--- src/rtl/wb_commit_unit.sv ---
// In-order writeback/commit FIFO: buffers completed instructions from MEM and retires
// one per cycle to the GPR/CSR files, with a commit stream, retire counter and GPR forwarding.
module wb_commit_unit #(
  parameter int XLEN   = 32,
  parameter int GPR_AW = 4,
  parameter int CSR_AW = 12,
  parameter int DEPTH  = 2,
  parameter int CNT_W  = 64
) (
  input  logic              clk,
  input  logic              reset,
  input  logic              flush,
  input  logic              in_valid,
  output logic              in_ready,
  input  logic              in_gpr_we,
  input  logic [GPR_AW-1:0] in_gpr_addr,
  input  logic [XLEN-1:0]   in_gpr_data,
  input  logic              in_csr_we,
  input  logic [CSR_AW-1:0] in_csr_addr,
  input  logic [XLEN-1:0]   in_csr_data,
  input  logic              in_irq,
  input  logic [7:0]        in_irq_no,
  input  logic              in_break,
  input  logic [XLEN-1:0]   in_npc,
  output logic              gpr_we,
  output logic [GPR_AW-1:0] gpr_waddr,
  output logic [XLEN-1:0]   gpr_wdata,
  output logic              csr_we,
  output logic [CSR_AW-1:0] csr_waddr,
  output logic [XLEN-1:0]   csr_wdata,
  output logic              irq,
  output logic [7:0]        irq_no,
  output logic              commit_valid,
  input  logic              commit_ready,
  output logic [XLEN-1:0]   commit_npc,
  output logic              commit_break,
  output logic              halted,
  output logic [CNT_W-1:0]  retire_cnt,
  input  logic [GPR_AW-1:0] fwd_addr,
  output logic              fwd_hit,
  output logic [XLEN-1:0]   fwd_data
);

  // Index width is at least 1 so DEPTH = 1 still has a (constant) slot index.
  localparam int AW = (DEPTH > 1) ? $clog2(DEPTH) : 1;
  localparam int PW = $clog2(DEPTH) + 1;

  typedef struct packed {
    logic              gpr_we;
    logic [GPR_AW-1:0] gpr_addr;
    logic [XLEN-1:0]   gpr_data;
    logic              csr_we;
    logic [CSR_AW-1:0] csr_addr;
    logic [XLEN-1:0]   csr_data;
    logic              irq;
    logic [7:0]        irq_no;
    logic              brk;
    logic [XLEN-1:0]   npc;
  } entry_t;

  entry_t          mem [DEPTH];
  logic [PW-1:0]   wr_ptr_reg;
  logic [PW-1:0]   rd_ptr_reg;
  logic            halted_reg;
  logic [CNT_W-1:0] retire_cnt_reg;

  entry_t          head;
  logic            full;
  logic            empty;
  logic            accept;
  logic            fire;

  function automatic logic [AW-1:0] slot(input logic [PW-1:0] p);
    if (DEPTH == 1) return '0;
    else return AW'(p);
  endfunction

  assign empty  = (wr_ptr_reg == rd_ptr_reg);
  assign full   = (wr_ptr_reg[PW-1] != rd_ptr_reg[PW-1]) &&
                  (slot(wr_ptr_reg) == slot(rd_ptr_reg));
  assign head   = mem[slot(rd_ptr_reg)];

  assign in_ready     = !full && !halted_reg;
  assign accept       = in_valid && in_ready;
  assign commit_valid = !empty && !halted_reg;
  assign fire         = commit_valid && commit_ready;

  // Strobes are gated by fire; address/data always reflect the head entry.
  assign gpr_we       = fire && head.gpr_we && (head.gpr_addr != '0);
  assign gpr_waddr    = head.gpr_addr;
  assign gpr_wdata    = head.gpr_data;
  assign csr_we       = fire && head.csr_we;
  assign csr_waddr    = head.csr_addr;
  assign csr_wdata    = head.csr_data;
  assign irq          = fire && head.irq;
  assign irq_no       = head.irq_no;
  assign commit_npc   = head.npc;
  assign commit_break = fire && head.brk;
  assign halted       = halted_reg;
  assign retire_cnt   = retire_cnt_reg;

  always_ff @(posedge clk) begin
    if (accept) begin
      mem[slot(wr_ptr_reg)] <= '{
        gpr_we:   in_gpr_we,
        gpr_addr: in_gpr_addr,
        gpr_data: in_gpr_data,
        csr_we:   in_csr_we,
        csr_addr: in_csr_addr,
        csr_data: in_csr_data,
        irq:      in_irq,
        irq_no:   in_irq_no,
        brk:      in_break,
        npc:      in_npc
      };
    end
  end

  always_ff @(posedge clk) begin
    if (reset) begin
      wr_ptr_reg     <= '0;
      rd_ptr_reg     <= '0;
      halted_reg     <= 1'b0;
      retire_cnt_reg <= '0;
    end else begin
      if (fire) begin
        if (!head.irq) retire_cnt_reg <= retire_cnt_reg + CNT_W'(1);
        if (head.brk)  halted_reg     <= 1'b1;
      end
      // Flush empties the FIFO by collapsing rd onto the unadvanced wr pointer,
      // which also drops any entry accepted this cycle.
      if (flush) begin
        rd_ptr_reg <= wr_ptr_reg;
      end else begin
        if (fire)   rd_ptr_reg <= rd_ptr_reg + PW'(1);
        if (accept) wr_ptr_reg <= wr_ptr_reg + PW'(1);
      end
    end
  end

  // Walk from head (oldest) to tail so the last match seen is the youngest.
  always_comb begin
    logic [PW-1:0] count;
    logic [PW-1:0] p;
    entry_t        e;
    fwd_hit  = 1'b0;
    fwd_data = '0;
    count    = wr_ptr_reg - rd_ptr_reg;
    p        = '0;
    e        = '0;
    for (int k = 0; k < DEPTH; k++) begin
      p = rd_ptr_reg + PW'(k);
      e = mem[slot(p)];
      if ((PW'(k) < count) && e.gpr_we && (e.gpr_addr == fwd_addr) && (fwd_addr != '0)) begin
        fwd_hit  = 1'b1;
        fwd_data = e.gpr_data;
      end
    end
  end

endmodule

--- config.mk ---
export PLATFORM = sky130hd
export DESIGN_NAME = wb_commit_unit
export DESIGN_NICKNAME = d
export VERILOG_FILES = /design/src/rtl/wb_commit_unit.sv
export SDC_FILE = /design/constraint.sdc
export NUM_CORES = 1
export LEC_CHECK = 0
export CAP_MARGIN = 15
export CORE_ASPECT_RATIO = 0.9
export CORE_UTILIZATION = 48
export CTS_CLUSTER_SIZE = 16
export DETAILED_ROUTE_END_ITERATION = 8
export GPL_TIMING_DRIVEN = 0
export MAX_ROUTING_LAYER = met4
export PLACE_DENSITY = 0.76
export SLEW_MARGIN = 20
export SYNTH_ARGS = -nofsm -noshare
export SYNTH_HDL_FRONTEND = slang
export SYNTH_SLANG_ARGS = --single-unit
export TNS_END_PERCENT = 10
--- constraint.sdc ---
create_clock -name clk -period 7.8 [get_ports clk]
set_input_delay 1.17 -clock clk [delete_from_list [all_inputs] [get_ports clk]]
set_output_delay 1.17 -clock clk [all_outputs]
set_load 0.05 [all_outputs]
==> run_results.csv <==
group,metric,value,unit
floorplanning,initial_core_util,0.4892,
status,status,"complete, no violations",
sta,slew_headroom,0.3111,
synth,yosysMostFrequentCell,"edfxtp_1",
synth,synth-simple-area-share,0.08606,
clocking,cts_made_buffers,34,
final_layout,fin_nets,1393,
sta,hold_viol,0,
sta,finalClockSkew,15.84,ps
floorplanning,core,26070,µm²
synth,synthAdderAreaFrac,0.001963,
synth,synthArstFlopShare,0,
critical_path,arrival,4260,ps
sta,setup_violations,0,
power,irDropWorstVdd,0.0002205,V
sta,finalCritPeriodShare,0.6965,
sta,fmax,184.1,MHz
placed_design,hpwl,23260,µm
synth,syn_inst,857,
power,power_density,236.2,nW/µm²
critical_path,critPathLaunchType,"primary input",
clocking,cts_tree,"built",
synth,synthesis.nets,992,
global_route,grt_pass1_wl,48890,µm
synth,avgSynthCellArea,14.88,µm²
clocking,cts_resized,0,
sta,max_slew.worst_pin.slew,1024,ps
clocking,clockBufferDepth,3,
floorplanning,fp.dieArea,27220,µm²
global_route,grt_max_degree,26,
clocking,ctsHoldBuffers,0,
clocking,clkTransAtPathRegs,60,ps
drt,ant_nets,0,
sta,drv_slew,0,
clocking,cts-root-buf,"clkbuf_16",
floorplanning,dieHeight,156.6,µm
worst_hold_path,hold_class,"reg2reg",
sta,tns,0,ps
synth,synth_top_cells_by_count,"248 x edfxtp_1, 120 x mux2_2, 72 x nor2_1",
placed_design,place_area,16950,µm²
critical_path,crit_type,"in2out",
synth,ys_seq_elements,318,
synth,synth_top_area_cell,"edfxtp_1",
clocking,clk_latency,500,ps
global_route,first_global_vias,8685,
synth,yosysSeqAreaShare,0.6940,
global_route,gr-total-overflow,0,
drt,wl_per_cell,19.64,µm
synth,yosysWarningCount,0,
synth,yosysTopAreaCellShare,0.5841,
final_layout,fin_area,18030,µm²
synth,synth_area_leaders,"edfxtp_1 58%, dfxtp_1 11%, mux2_2 11%",
sta,rsz0062_at_grt,"no",
drt,viasPerCell,5.307,
final_layout,nFillCells,1867,
clocking,post_cts_buffers,0,
drt,dr.first_iter.drc_count,465,
final_layout,syn_to_final_growth,41.38,%
critical_path,cp_max_fo,10,
global_route,track_usage,0.2417,
global_route,antenna_found_initial,1,
synth,synth_cell_types,47,
placed_design,gp_congestion,0.8993,
drt,firstDrtPassIters,5,
floorplanning,row_count,56,
sta,fin_crit,5432,ps
synth,synth-main-ff-cell,"edfxtp_1",
synth,synth_enable_flop_cells,248,
drt,totalWireLength,32040,µm
placed_design,portBuffers,355,
job,drv_cap,0,
clocking,htree_num_levels,2,
synth,synth_mux_area_frac,0.1149,
synth,synthesis.area,12750,µm²
floorplanning,ioPinCount,357,
synth,synth_top_family_by_area,"multiplexers",
power,power_leakage,5.939,nW
synth,synth_xor_area_frac,0.04112,
drt,vias,8656,
clocking,numClockSinks,318,
final_layout,drive_gt1_frac,0.1539,
drt,drc,0,
synth,synth_compound_area_frac,0.04446,
critical_path,end_kind,"primary output",
final_layout,largest_reg_flops,248,
sta,hold_slack,508.5,ps
critical_path,required,6630,ps
floorplanning,die_w,173.8,µm
## where the power goes
part / internal, W / switching (W)
clock network: 0.000905 / 0.000612
registers: 0.00193 / 0.0000260
logic: 0.000296 / 0.000487
## placed cells by master, fill, tap and decap left out, drive strengths merged, types with 15 or more instances in the layout
| cell | synthesis | final |
|---|---|---|
| mux2 | 120 | 120 |
| nand2 | 29 | 29 |
| nor2 | 72 | 72 |
| clkbuf | 26 | 72 |
| inv | 17 | 17 |
| buf | 8 | 18 |
| nand3 | 24 | 24 |
| clkdlybuf4s50 | 0 | 355 |
| edfxtp | 248 | 248 |
| o21ai | 18 | 18 |
| a21oi | 18 | 18 |
| nand4 | 19 | 19 |
| dfxtp | 70 | 70 |
| nor3 | 28 | 28 |
| a22o | 32 | 32 |
| xor2 | 15 | 15 |
| xnor2 | 44 | 44 |
## metrics by stage
| stage | utilization | power, W | std cells | setup slack [ps] |
|---|---|---|---|---|
| finish | 0.6916 | 0.004257 | 1631 | 2368 |
| global route | 0.6914 | 0.004396 | 1629 | 2128 |
| CTS | 0.6913 | 0.004298 | 1628 | 2321 |
| detailed placement | 0.6504 | 0.002777 | 1570 | 2331 |
| global placement | 0.6422 | 0.002776 | 1560 | -2922 |
| floorplan | - | 0.002482 | 857 | 192.2 |
## worst max-delay path: stages
cell	delay, ps
clkdlybuf4s50_1	590
o31ai_1	110
a2111oi_2	330
and3_2	280
mux2i_1	450
buf_2	330
a22o_1	170
clkdlybuf4s50_1	820
## cells by family after synthesis
| family | after synthesis |
|---|---|
| flops | 318 |
| simple gates | 217 |
| fa+ha+maj | 2 |
| mux | 131 |
| buf+inv | 51 |
| compound gates | 79 |
| xor+xnor | 59 |
## layout make-up
type | count | area [µm²] | share of cell area
Antenna cell | 3 | 7.507 | 0.0004165
Buffer | 34 | 158.9 | 0.008815
Clock buffer | 46 | 1012 | 0.05615
Clock inverter | 12 | 52.55 | 0.002915
Inverter | 17 | 63.81 | 0.003540
Multi-Input combinational cell | 488 | 3694 | 0.2049
Sequential cell | 318 | 8848 | 0.4909
Tap cell | 348 | 435.4 | 0.02415
Timing Repair Buffer | 365 | 3754 | 0.2082
## path summary, 6_finish.rpt
path	from	end	slack [ps]	depth (start not counted)
max reg2reg	wr_ptr_reg[0]$_SDFFE_PP0P_	retire_cnt[11]$_SDFFE_PP0P_	4880	8
min	retire_cnt[62]$_SDFFE_PP0P_	retire_cnt[62]$_SDFFE_PP0P_	510	2
min reg2reg	retire_cnt[62]$_SDFFE_PP0P_	retire_cnt[62]$_SDFFE_PP0P_	510	2
max	fwd_addr[2]	fwd_data[10]	2370	8
## routing by layer
metal,up-vias,track usage,wire [µm]
met5,-,-,0
met4,0,0.09566,1055
met3,71,0.06633,2624
met2,336,0.3998,15980
met1,4196,0.2810,12380
li1,4053,-,-
Note: power is estimated with default switching activity, not from simulation.
